## src/rtl/pc_sequencer_if.sv

```systemverilog
// Control/status bundle between the sequencer and its driver.
// Master drives control and flags; slave returns PC and stack status.
interface pc_sequencer_if #(
    parameter int ADDR_W = 8
);
    logic              stall;
    logic [2:0]        PC_control;
    logic [3:0]        jump_condition;
    logic [ADDR_W-1:0] jump_address;
    logic              Z_out;
    logic              N_out;
    logic [ADDR_W-1:0] IRAM_address;
    logic              branch_taken;
    logic              stack_full;
    logic              stack_empty;
    logic              stack_err;

    modport master (
        output stall, PC_control, jump_condition, jump_address, Z_out, N_out,
        input  IRAM_address, branch_taken, stack_full, stack_empty, stack_err
    );

    modport slave (
        input  stall, PC_control, jump_condition, jump_address, Z_out, N_out,
        output IRAM_address, branch_taken, stack_full, stack_empty, stack_err
    );
endinterface

```

## src/rtl/pc_sequencer.sv

```systemverilog
// Program counter sequencer: hold/increment/conditional jump, plus
// call/return on a small return stack when PC_SEQ_STACK_EN is defined.
module pc_sequencer #(
    parameter int          ADDR_W       = 8,
    parameter int          STACK_DEPTH  = 4,
    parameter int unsigned RESET_VECTOR = 0
) (
    input  logic           i_clock,
    input  logic           i_reset,
    pc_sequencer_if.slave  bus
);
    logic [ADDR_W-1:0] r_pc;
    logic              r_taken;
    logic [ADDR_W-1:0] w_pc_inc;
    logic [ADDR_W-1:0] w_pc_nxt;
    logic              w_br;
    logic              w_cond;
    logic              w_op_inc;
    logic              w_op_jmp;

    assign w_pc_inc = r_pc + ADDR_W'(1);
    assign w_op_inc = (bus.PC_control == 3'b001);
    assign w_op_jmp = (bus.PC_control == 3'b010);

    always_comb begin
        w_cond = 1'b0;
        case (bus.jump_condition)
            4'b0000: w_cond = 1'b1;
            4'b0001: w_cond = !bus.Z_out;
            4'b0010: w_cond = bus.Z_out;
            4'b0011: w_cond = bus.N_out;
            4'b0100: w_cond = !bus.N_out;
            default: w_cond = 1'b0;
        endcase
    end

`ifdef PC_SEQ_STACK_EN
    localparam int SP_W = $clog2(STACK_DEPTH + 1);

    logic [ADDR_W-1:0] r_stack [STACK_DEPTH];
    logic [SP_W-1:0]   r_sp;
    logic              r_err;
    logic [ADDR_W-1:0] w_top;
    logic              w_full;
    logic              w_empty;
    logic              w_op_call;
    logic              w_op_ret;
    logic              w_push;
    logic              w_pop;
    logic              w_err_set;

    assign w_full    = (r_sp == SP_W'(STACK_DEPTH));
    assign w_empty   = (r_sp == '0);
    assign w_op_call = (bus.PC_control == 3'b011);
    assign w_op_ret  = (bus.PC_control == 3'b100);

    // Top-of-stack lives at entry sp-1
    always_comb begin
        w_top = '0;
        for (int i = 0; i < STACK_DEPTH; i++) begin
            if (r_sp == SP_W'(i + 1)) w_top = r_stack[i];
        end
    end

    always_comb begin
        w_pc_nxt  = r_pc;
        w_br      = 1'b0;
        w_push    = 1'b0;
        w_pop     = 1'b0;
        w_err_set = 1'b0;
        unique case (1'b1)
            w_op_inc: w_pc_nxt = w_pc_inc;
            w_op_jmp: begin
                if (w_cond) begin
                    w_pc_nxt = bus.jump_address;
                    w_br     = 1'b1;
                end
            end
            w_op_call: begin
                if (w_cond && !w_full) begin
                    w_pc_nxt = bus.jump_address;
                    w_br     = 1'b1;
                    w_push   = 1'b1;
                end else begin
                    w_pc_nxt  = w_pc_inc;
                    w_err_set = w_cond;
                end
            end
            w_op_ret: begin
                if (!w_empty) begin
                    w_pc_nxt = w_top;
                    w_br     = 1'b1;
                    w_pop    = 1'b1;
                end else begin
                    w_pc_nxt  = w_pc_inc;
                    w_err_set = 1'b1;
                end
            end
            default: ;
        endcase
    end

    always_ff @(posedge i_clock) begin
        if (i_reset) begin
            r_sp  <= '0;
            r_err <= 1'b0;
        end else if (!bus.stall) begin
            r_err <= r_err | w_err_set;
            if (w_push)     r_sp <= r_sp + SP_W'(1);
            else if (w_pop) r_sp <= r_sp - SP_W'(1);
        end
    end

    // Entries need no reset: nothing reads above the pointer
    always_ff @(posedge i_clock) begin
        for (int i = 0; i < STACK_DEPTH; i++) begin
            if (!i_reset && !bus.stall && w_push && r_sp == SP_W'(i))
                r_stack[i] <= w_pc_inc;
        end
    end

    assign bus.stack_full  = w_full;
    assign bus.stack_empty = w_empty;
    assign bus.stack_err   = r_err;
`else
    always_comb begin
        w_pc_nxt = r_pc;
        w_br     = 1'b0;
        unique case (1'b1)
            w_op_inc: w_pc_nxt = w_pc_inc;
            w_op_jmp: begin
                if (w_cond) begin
                    w_pc_nxt = bus.jump_address;
                    w_br     = 1'b1;
                end
            end
            default: ;
        endcase
    end

    assign bus.stack_full  = 1'b0;
    assign bus.stack_empty = 1'b1;
    assign bus.stack_err   = 1'b0;
`endif

    always_ff @(posedge i_clock) begin
        if (i_reset) begin
            r_pc    <= ADDR_W'(RESET_VECTOR);
            r_taken <= 1'b0;
        end else if (bus.stall) begin
            r_taken <= 1'b0;
        end else begin
            r_pc    <= w_pc_nxt;
            r_taken <= w_br;
        end
    end

    assign bus.IRAM_address = r_pc;
    assign bus.branch_taken = r_taken;
endmodule

```

## src/flat_wrapper.sv

```systemverilog
// flat-port wrapper written by rule: the top's interface ports become plain ports
module pc_sequencer_flat 
#(
    parameter int          ADDR_W       = 8,
    parameter int          STACK_DEPTH  = 4,
    parameter int unsigned RESET_VECTOR = 0
)
  (i_clock, i_reset, bus_stall, bus_PC_control, bus_jump_condition, bus_jump_address, bus_Z_out, bus_N_out, bus_IRAM_address, bus_branch_taken, bus_stack_full, bus_stack_empty, bus_stack_err);
  pc_sequencer_if #(.ADDR_W(ADDR_W)) bus_i ();
  input  logic i_clock;
  input  logic i_reset;
  input wire logic [$bits(bus_i.stall)-1:0] bus_stall;
  input wire logic [$bits(bus_i.PC_control)-1:0] bus_PC_control;
  input wire logic [$bits(bus_i.jump_condition)-1:0] bus_jump_condition;
  input wire logic [$bits(bus_i.jump_address)-1:0] bus_jump_address;
  input wire logic [$bits(bus_i.Z_out)-1:0] bus_Z_out;
  input wire logic [$bits(bus_i.N_out)-1:0] bus_N_out;
  output wire logic [$bits(bus_i.IRAM_address)-1:0] bus_IRAM_address;
  output wire logic [$bits(bus_i.branch_taken)-1:0] bus_branch_taken;
  output wire logic [$bits(bus_i.stack_full)-1:0] bus_stack_full;
  output wire logic [$bits(bus_i.stack_empty)-1:0] bus_stack_empty;
  output wire logic [$bits(bus_i.stack_err)-1:0] bus_stack_err;
  assign bus_i.stall = bus_stall;
  assign bus_i.PC_control = bus_PC_control;
  assign bus_i.jump_condition = bus_jump_condition;
  assign bus_i.jump_address = bus_jump_address;
  assign bus_i.Z_out = bus_Z_out;
  assign bus_i.N_out = bus_N_out;
  assign bus_IRAM_address = bus_i.IRAM_address;
  assign bus_branch_taken = bus_i.branch_taken;
  assign bus_stack_full = bus_i.stack_full;
  assign bus_stack_empty = bus_i.stack_empty;
  assign bus_stack_err = bus_i.stack_err;
  pc_sequencer #(.ADDR_W(ADDR_W), .STACK_DEPTH(STACK_DEPTH), .RESET_VECTOR(RESET_VECTOR)) u_core (.i_clock(i_clock), .i_reset(i_reset), .bus(bus_i));
endmodule
```

## config.mk

```make
export PLATFORM = sky130hd
export DESIGN_NAME = pc_sequencer_flat
export DESIGN_NICKNAME = d
export VERILOG_FILES = /design/src/rtl/pc_sequencer_if.sv /design/src/rtl/pc_sequencer.sv /design/src/flat_wrapper.sv
export SDC_FILE = /design/constraint.sdc
export NUM_CORES = 1
export LEC_CHECK = 0
export CORE_ASPECT_RATIO = 1.5
export CORE_UTILIZATION = 35
export DETAILED_ROUTE_END_ITERATION = 16
export GPL_TIMING_DRIVEN = 1
export MAX_ROUTING_LAYER = met4
export PLACE_DENSITY_LB_ADDON = 0.08
export SLEW_MARGIN = 15
export SYNTH_ARGS = -nofsm -noshare
export SYNTH_HDL_FRONTEND = slang
export SYNTH_SLANG_ARGS = --single-unit
```

## constraint.sdc

```tcl
create_clock -name i_clock -period 1.2 [get_ports i_clock]
set_input_delay 0.12 -clock i_clock [delete_from_list [all_inputs] [get_ports i_clock]]
set_output_delay 0.12 -clock i_clock [all_outputs]
set_load 0.005 [all_outputs]
```

==> flow_summary_export.csv <==
group,metric,value,unit
layout,final_common_cell,"buf_4",
drt,postRouteAntennaNets,0,
setup_path,path_max_fanout,4,
timing,skew,0.000370,ns
logic_synthesis,synth_fa_ha_area_frac,0.0182,
drt,routed_wl,2390,um
pwr,power.leakage,0.588,nW
die,die_w,38.1,um
global_routing,grt_pass1_vias,899,
logic_synthesis,synth_xor_area_frac,0.0128,
logic_synthesis,avgSynthCellArea,8.16,um^2
drt,dr.pass1.iters,4,
setup_path,reg2reg_slack,-0.04,ns
die,fp-row-count,19,
logic_synthesis,yosysWarnings,0,
setup_path,cp_slowest_cell,"dfxtp_2",
layout,nFillCells,136,
logic_synthesis,async_flop_share,0,
logic_synthesis,synth_seq_cells,9,
run_status,status,"finished with violations",
setup_path,crit_cells,6,
place,gpl.final_weighted_congestion,0.802,
die,core_region_area,1830,um^2
pwr,switching_share,0.287,
logic_synthesis,syn_inst,84,
setup_path,worstSetupEndpoint,"u_core.bus.IRAM_address[7]",
die,die_h,56.2,um
timing,finalCriticalPeriod,1.24,ns
place,dp_hpwl,1730,um
logic_synthesis,synth_mux_area_frac,0.0310,
drt,num_vias,915,
pwr,switchingPower,0.000232,W
logic_synthesis,synth_area_leaders,"dfxtp_1 26%, a21oi_1 5.8%, nand2_1 4.4%",
setup_path,endpoint_kind,"flip-flop",
logic_synthesis,synth_compound_area_frac,0.314,
timing,finalSetupViolations,3,
logic_synthesis,syn_area,686,um^2
drt,drt_iter0_markers,31,
layout,seqCellArea,191,um^2
setup_path,cp-start-kind,"flip-flop",
setup_path,crit-reg2reg-launch,"u_core.bus.IRAM_address[3]",
clock_tree,cts_max_level,1,
setup_path,startpoint,"u_core.bus.IRAM_address[3]",
clock_tree,cts_hold_buf,0,
clock_tree,insertion_delay,0.27,ns
layout,drive_gt1_frac,0.528,
timing,whs,0.191,ns
die,initial_core_util,0.375,
clock_tree,root_buffer,"clkbuf_4",
pwr,ir_worst_vdd,0.424,mV
clock_tree,clock-sinks,9,
logic_synthesis,synth_edf_count,0,
place,portBuffers,28,
worst_hold_path,min_path_type,"in2reg",
logic_synthesis,synth_cell_type_count,43,
layout,final_cell_mix,"26 x buf_4, 10 x dlygate4sd2_1, 9 x clkdlybuf4s50_1, 7 x buf_6",
layout,diodes,0,
pwr,power.total,0.000808,W
logic_synthesis,synth_top_family_by_area,"compound AO/OA/AOI/OAI gates",
pwr,power_density,600,nW/um^2
timing,timing.final.ws_setup,-0.0382,ns
setup_path,critPathKind,"reg2reg",
pwr,comb_power_share,0.314,
logic_synthesis,synth_top_cell_by_area,"dfxtp_1",
setup_path,ff2ff_path_depth,6,
setup_path,required,1.40,ns
run_status,violations,"setup timing",
timing,grt_setup_unrepaired,"yes",
global_routing,track_usage,0.261,
setup_path,crit_chain,"buf_6, and4_4, nand4_1, nand2_1, mux2_4, a21oi_2",
timing,hold_viol,0,
timing,tns,-0.0591,ns
setup_path,cpPeakStageDelay,0.33,ns
drt,vias_per_cell,5.61,
drt,wl_per_cell,14.6,um
die,io_pins,32,
logic_synthesis,yosys.area_share.simple,0.268,
logic_synthesis,synth_ff_type,"dfxtp_1",
logic_synthesis,seq_area_frac_synth,0.263,
global_routing,grt_first_pass_wirelength,3950,um
setup_path,r2r-end,"u_core.bus.IRAM_address[7]",
die,die_area,2140,um^2
place,place_ws,-0.650,ns
global_routing,grt_max_degree,13,
drt,drc,0,
global_routing,grt_overflow,0,
global_routing,antenna_found_initial,0,
layout,finalNetCount,164,
clock_tree,clock_path_buffers,2,
clock_tree,cts_tree,"built",
pwr,power.share.sequential,0.381,
timing,fmax,808,MHz
setup_path,crit_buf_inv,1,
logic_synthesis,synth_top_area_share,0.263,
pwr,power.share.clock,0.305,
layout,syn_to_final_growth,96.4,%
layout,multi_input_area,576,um^2
pwr,p_int,0.000576,W
job,maxCapViolations,0,
timing,fin_crit_sh,1.03,
setup_path,cp_top_family,"simple AND/OR/NAND/NOR gates",
clock_tree,path_clk_slew,0.06,ns
timing,finalMaxSlewViolations,0,
clock_tree,cts_made_buffers,3,
setup_path,worstPathArrival,1.44,ns
[synth_stat cells (2+ instances only)]
library cell  instances
nand4_1               2
inv_1                 3
conb_1                2
clkbuf_1              2
a21oi_1               8
buf_4                 3
a41oi_1               2
o31ai_1               3
dfxtp_1               9
nand3_1               2
nor3_1                5
or3_1                 4
a31oi_1               2
nand2_1               8
[power by group through the flow]
stage | registers, W | logic [W] | clock network (W)
global placement | 0.000313 | 0.000205 | 0
global route | 0.000308 | 0.000273 | 0.000265
floorplan | 0.000315 | 0.0000757 | 0
detailed placement | 0.000314 | 0.000210 | 0
finish | 0.000308 | 0.000254 | 0.000246
CTS | 0.000307 | 0.000236 | 0.000254
[cell families after synthesis]
family          count (synthesis)
buf+inv                        10
mux                             2
flops                           9
other cells                     2
xor+xnor                        1
fa+ha+maj                       1
compound gates                 28
simple gates                   31
[stage by stage]
stage / util / instance area (um^2) / cells
after global routing: 0.735 / 1350 / 163
after CTS: 0.694 / 1270 / 162
after floorplan: - / 691 / 85
after global placement: 0.626 / 1150 / 153
after detailed placement: 0.626 / 1150 / 153
final: 0.735 / 1350 / 163
[repair_timing]
item                                    CTS  global route
endpoints found under the setup margin   17             9
buffers inserted                          5             1
hold endpoints to repair                  0             0
pin swaps                                13            11
gates resized for setup                  63            20
[how the worst min path moves through the flow]
| stage | cells after the start | start | end |
|---|---|---|---|
| 5_1_grt | 2 | bus_stall | u_core.bus.branch_taken |
| 3_3_place_gp | 2 | u_core.bus.IRAM_address[6] | u_core.bus.IRAM_address[6] |
| 2_1_floorplan | 1 | bus_stall | u_core.bus.branch_taken |
| 4_1_cts | 2 | bus_stall | u_core.bus.branch_taken |
| 3_5_place_dp | 2 | u_core.bus.IRAM_address[6] | u_core.bus.IRAM_address[6] |
| 6_report | 2 | bus_stall | u_core.bus.branch_taken |
[metal layers]
metal  track usage  wire length (um)
met3        0.0560               119
met5             -                 0
met2         0.465              1320
met4         0.102                96
met1         0.256               851
[registers in the layout, indices dropped and copies added, names as in the netlist]
name                     flops
u_core.bus.IRAM_address      8
u_core.bus.branch_taken      1
[final cells by class]
class | count | area share
clock buffer | 4 | 0.0195
inverter | 3 | 0.00836
multi-input combinational | 66 | 0.428
sequential | 9 | 0.142
tap | 21 | 0.0195
timing repair buffer | 60 | 0.383
No activity file was read; power rests on OpenSTA's default activity.
